`src/rtl/gc_conf_feeder_pkg.sv`:
```
// Shared global-controller definitions: configuration-feeder state encoding and default
// conf_bus width/depth constants.
package gc_conf_feeder_pkg;

  localparam int unsigned GcConfWidth     = 16;
  localparam int unsigned GcConfDepth     = 64;
  localparam int unsigned GcConfAddrWidth = 6;

  typedef enum logic [2:0] {
    StIdle,
    StReady,
    StStream,
    StDone,
    StError
  } conf_state_e;

endpackage

```
`src/rtl/gc_conf_ram.sv`:
```
// Configuration word store: single synchronous write port, asynchronous read, no reset.
module gc_conf_ram #(
  parameter int unsigned WIDTH      = 16,
  parameter int unsigned DEPTH      = 64,
  parameter int unsigned ADDR_WIDTH = 6
) (
  input  logic                  clk,
  input  logic                  we,
  input  logic [ADDR_WIDTH-1:0] waddr,
  input  logic [WIDTH-1:0]      wdata,
  input  logic [ADDR_WIDTH-1:0] raddr,
  output logic [WIDTH-1:0]      rdata
);

  logic [WIDTH-1:0] mem [DEPTH];

  always_ff @(posedge clk) begin
    if (we) begin
      mem[waddr] <= wdata;
    end
  end

  assign rdata = mem[raddr];

endmodule

```
`src/rtl/gc_conf_feeder.sv`:
```
// Buffers a host-written configuration image and streams it word by word to the global
// controller's loader, with stall, completion and underrun handling.
module gc_conf_feeder
  import gc_conf_feeder_pkg::*;
#(
  parameter int unsigned ITERATION_VARIABLE_WIDTH = GcConfWidth,
  parameter int unsigned DEPTH                    = GcConfDepth,
  parameter int unsigned ADDR_WIDTH               = GcConfAddrWidth
) (
  input  logic                                conf_clk,
  input  logic                                reset,
  input  logic                                wr_en,
  input  logic [ADDR_WIDTH-1:0]               wr_addr,
  input  logic [ITERATION_VARIABLE_WIDTH-1:0] wr_data,
  input  logic                                wr_last,
  input  logic                                clear,
  input  logic                                conf_en,
  input  logic                                config_busy,
  input  logic                                config_done,
  output logic [ITERATION_VARIABLE_WIDTH-1:0] conf_bus,
  output logic                                pdone,
  output logic                                underrun,
  output logic [ADDR_WIDTH:0]                 words_sent
);

  localparam int unsigned CntW = ADDR_WIDTH + 1;

  conf_state_e state_q, state_d;
  logic [CntW-1:0] rd_ptr_q, rd_ptr_d;
  logic [CntW-1:0] word_count_q, word_count_d;
  logic [CntW-1:0] words_sent_q, words_sent_d;
  logic            underrun_q, underrun_d;

  logic                                ram_we;
  logic [ITERATION_VARIABLE_WIDTH-1:0] ram_rdata;
  logic                                consume_req;

  gc_conf_ram #(
    .WIDTH      (ITERATION_VARIABLE_WIDTH),
    .DEPTH      (DEPTH),
    .ADDR_WIDTH (ADDR_WIDTH)
  ) u_ram (
    .clk   (conf_clk),
    .we    (ram_we),
    .waddr (wr_addr),
    .wdata (wr_data),
    .raddr (rd_ptr_q[ADDR_WIDTH-1:0]),
    .rdata (ram_rdata)
  );

  assign consume_req = conf_en & ~config_busy & ~config_done;

  always_comb begin
    state_d      = state_q;
    rd_ptr_d     = rd_ptr_q;
    word_count_d = word_count_q;
    words_sent_d = words_sent_q;
    underrun_d   = underrun_q;
    ram_we       = 1'b0;

    if (clear) begin
      // Re-arm only; a write in the same cycle is dropped and memory is kept.
      state_d      = StIdle;
      rd_ptr_d     = '0;
      word_count_d = '0;
      words_sent_d = '0;
      underrun_d   = 1'b0;
    end else begin
      case (state_q)
        StIdle: begin
          if (wr_en) begin
            ram_we = 1'b1;
            if (wr_last) begin
              word_count_d = CntW'(wr_addr) + CntW'(1);
              state_d      = StReady;
            end
          end
        end
        StReady: begin
          if (conf_en) begin
            state_d = StStream;
          end
        end
        StStream: begin
          if (config_done) begin
            state_d = StDone;
          end else if (consume_req) begin
            if (rd_ptr_q < word_count_q) begin
              rd_ptr_d     = rd_ptr_q + CntW'(1);
              words_sent_d = words_sent_q + CntW'(1);
            end else begin
              state_d    = StError;
              underrun_d = 1'b1;
            end
          end
        end
        StDone, StError: ;
        default: state_d = StIdle;
      endcase
    end
  end

  always_ff @(posedge conf_clk or negedge reset) begin
    if (!reset) begin
      state_q      <= StIdle;
      rd_ptr_q     <= '0;
      word_count_q <= '0;
      words_sent_q <= '0;
      underrun_q   <= 1'b0;
    end else begin
      state_q      <= state_d;
      rd_ptr_q     <= rd_ptr_d;
      word_count_q <= word_count_d;
      words_sent_q <= words_sent_d;
      underrun_q   <= underrun_d;
    end
  end

  // Past the last word (rd_ptr == DEPTH) drive zero rather than alias onto mem[0].
  always_comb begin
    conf_bus = '0;
    if ((state_q == StReady || state_q == StStream || state_q == StDone) &&
        !rd_ptr_q[ADDR_WIDTH]) begin
      conf_bus = ram_rdata;
    end
  end

  assign pdone      = (state_q != StIdle);
  assign underrun   = underrun_q;
  assign words_sent = words_sent_q;

endmodule
```
`config.mk`:
```
export PLATFORM = sky130hd
export DESIGN_NAME = gc_conf_feeder
export DESIGN_NICKNAME = d
export VERILOG_FILES = /design/src/rtl/gc_conf_feeder_pkg.sv /design/src/rtl/gc_conf_ram.sv /design/src/rtl/gc_conf_feeder.sv
export SDC_FILE = /design/constraint.sdc
export NUM_CORES = 1
export LEC_CHECK = 0
export CORE_MARGIN = 1.5
export CORE_UTILIZATION = 59
export DETAILED_ROUTE_END_ITERATION = 7
export GPL_TIMING_DRIVEN = 0
export PLACE_DENSITY = 0.76
export RECOVER_POWER = 100
export SKIP_LAST_GASP = 1
export SYNTH_ARGS = -nofsm -noshare
export SYNTH_HDL_FRONTEND = slang
export SYNTH_SLANG_ARGS = --single-unit
```
`constraint.sdc`:
```
create_clock -name conf_clk -period 4 [get_ports conf_clk]
set_clock_uncertainty 0.1 [all_clocks]
set_input_delay 0.8 -clock conf_clk [delete_from_list [all_inputs] [get_ports conf_clk]]
set_output_delay 0.8 -clock conf_clk [all_outputs]
set_load 0.02 [all_outputs]
```
==> results of run 1 <==
repair_timing:
item	4_1_cts	5_1_grt
buffers inserted	11	10
gates resized for setup	457	89
gates cloned	3	1
endpoints found under the setup margin	16	16
pin swaps	33	29
worst min-delay path by stage:
stage	to	slack (ns)	depth (start not counted)
final	underrun	0.40	2
after global routing	word_count_q[1]	0.44	2
after CTS	underrun	0.41	2
after detailed placement	underrun	0.39	2
after global placement	underrun	0.38	2
after floorplan	word_count_q[0]	0.38	2
per-stage QoR:
step | util (%) | hold WS, ns | cell area, um^2
finish | 70.4 | 0.403 | 48200
global route | 70.4 | 0.444 | 48200
CTS | 71.0 | 0.407 | 48600
detailed placement | 63.5 | 0.394 | 43500
global placement | 61.8 | 0.382 | 42300
floorplan | - | 0.381 | 40700
final cells by class:
cell class | count | area [um^2] | share of cell area (%)
sequential | 1049 | 31400 | 65.1
antenna | 4 | 10.0 | 0.0208
timing repair buffer | 140 | 990 | 2.05
buffer | 110 | 1230 | 2.56
inverter | 11 | 41.3 | 0.0857
clock inverter | 69 | 865 | 1.79
multi-input combinational | 782 | 10000 | 20.8
tap | 882 | 1100 | 2.29
clock buffer | 111 | 2560 | 5.32
power breakdown:
group,internal (mW),switching [mW]
Sequential,12.1,0.0121
Clock,5.86,4.20
Combinational,0.249,0.515
layer usage:
metal  share of wire [%]  wire length, um
met5               0.017               20
met3                  13            15900
met2                  46            55500
met1                  34            40600
met4                 7.4             8970
worst max-delay path: cells and delay by family, from the launching register on:
family	cells	cell delay, ns
mux	1	0.34
flops	1	0.45
compound gates	4	0.99
buf+inv	4	0.87
flip-flops by register name (all words and copies together), names as in the netlist:
register,cells
rd_ptr_q,7
state_q,3
u_ram.mem,1024
underrun,1
word_count_q,7
words_sent,7
cells by family after synthesis:
family / count (synthesis) / synth area share (%)
fa+ha+maj: 9 / 0.277
buf+inv: 123 / 1.52
mux: 314 / 14.8
simple gates: 243 / 2.72
flops: 1049 / 77.1
compound gates: 210 / 3.52
xor+xnor: 6 / 0.129
cell usage in the layout, fill, tap and decap left out, drive strengths merged, types with 15 or more instances in the layout:
cell,synthesis,final
clkinv,0,39
a21oi,41,41
o22ai,25,25
edfxtp,1024,1024
buf,62,102
mux2i,81,81
a211oi,23,23
nor3,16,16
nand2,49,49
a22oi,19,19
inv,11,15
mux4,229,229
bufinv,0,19
clkbuf,50,238
o21ai,33,33
nor2,112,112
dfrtp,25,25
o221ai,16,16
==> results.md, run 1 <==
- Run status: finished with violations
- Failing checks: max-capacitance violations, max-slew violations, negative setup slack
- Crit path DAT: 3.35 ns
- Netlist Area Pre-Place: 40,700 um^2
- Synth area leader: edfxtp_1
- Share of post-route cells with drive strength above 1: 31.3%
- Root Driver: clkbuf_16
- YS warnings: 0
- Met2 usage: 50.8%
- Io pins: 55
- Period minus WS final: 4.25 ns
- Worst EP required: 3.10 ns
- Cell leakage power: 14.8 nW
- Initial antenna violation count: 3
- Die H: 266 um
- Antenna-violating nets left: 0
- Avg WL per Cell: 38.3 um
- Violation count after the first detailed-route iteration: 3,490
- GPL Wtd Cong: ~0.9
- Final worst path period share: 106%
- PortBufs: between 40 and 50
- Post-synth EDFFs: 1,024
- Cells after Synth: 1,954
- First-pass GRT wire length: 161,000 um
- Top post-synthesis cells by area: edfxtp_1 (76%), mux4_2 (13%), mux2i_1 (2.0%)
- Hold Path Class: reg -> reg
- Final setup vio count: 51
- # rows: 96
- Number of global-route vias before repair: 22,231
- Num CTS Buffers: 100
- Max stage delay cell, worst path: o21ai_0
- Clock sinks: 1,049
- CP Launch Type: register
- Dpl cells: 2,951
- Critical R2R Capture: u_ram.mem[11][9]
- Layout Area Growth over Synthesis: 18.4%
- Critical Path Source: rd_ptr_q[1]
- PD cells: roughly 480 nW/um^2
- Hold_buf cts: 0
- Number of remaining DRC errors: 0
- Critical path capture point: conf_bus[3]
- Crit end category: output pin
- FF-to-FF setup slack: -0.04 ns
- Setup WS pre-CTS: -1.14 ns
- Setup ws final: -0.248 ns
- Commonest cells post-synth: edfxtp_1 (1,024), mux4_2 (229), nor2_1 (112)
- Area share of the largest cell type after synthesis: 75.5%
- HP Start: underrun
- Net count after synthesis: 1,993
- All-Layer GR Usage: 32.9%
- TritonCTS clock tree: yes
- Die width: 266 um
- Largest net degree at the start of global routing: 65
- Core ar.: 68,500 um^2
- Initial Util: 59.5%
- Post-DP HPWL: ~70,000 um
- FF-to-FF Start: state_q[0]
- Drt first pass iters: 8
- CP peak stage delay: about 0.53 ns
- Max H-tree Level: 3
- Fin nets: between 2,000 and 2,500
- Layout Cells excl Fill: 3,158
- Maximum vdd drop: 390 uV
- Vias: 22,939
- Actual slew at the worst max-slew pin: 3.05 ns
- GRT busiest layer: met2
- Clk_lat worst skew: 0.67 ns
- Synth unique cells: 52
- Die area: 70,600 um^2
- Top FF cell, synth: edfxtp_1
- CP Cell Sequence: buf_6, buf_6, buf_4, mux4_2, o21ai_0, a221oi_4, o21ai_4, o31ai_2, buf_4
- Max FO, Critical Path: 10
- Total Wirelength: 121,000 um
- Deepest clock path buffer count: 3
- Critical path type: reg -> out
- Remaining Overflow, GRT: 0
- M3 GR Usage: 8.58%
- Synth Register Bits: 1,049
- Vias per inst: between 7 and 8
- Overall power consumption: around 23 mW
- Fillers: 3,778
- Worst rel slew slack: -103%
- Max-slew violations: 934
- Hold Violations, Final: 0
- Max-Cap Viols: 25
- Fmax: 0.235 GHz
- Asr flop ratio synth: 2.38%
- Setup_tns: -2.99 ns
- Register clock-pin slew on the reported worst setup and hold paths: roughly 0.06 ns
- Sequential share of the synthesized area: 77.1%
- Top-count cell post-synth: edfxtp_1
- Met1 Use GR: between 40% and 50%
- Avg Synthesized Cell Area: 20.8 um^2
- Worst-case reg-to-reg path depth: 6
- RSZ-0062 raised after global routing: yes
Note: power is estimated with default switching activity, not from simulation.
==> run 2: changes to the inputs <==
--- a/config.mk
+++ b/config.mk
@@ -7,6 +7,7 @@
 export LEC_CHECK = 0
 export CORE_MARGIN = 1.5
 export CORE_UTILIZATION = 59
+export CTS_CLUSTER_SIZE = 16
 export DETAILED_ROUTE_END_ITERATION = 7
 export GPL_TIMING_DRIVEN = 0
 export PLACE_DENSITY = 0.76
==> results of run 2 <==
No change in the layout: final DEF, timing and power equal those of run 1.
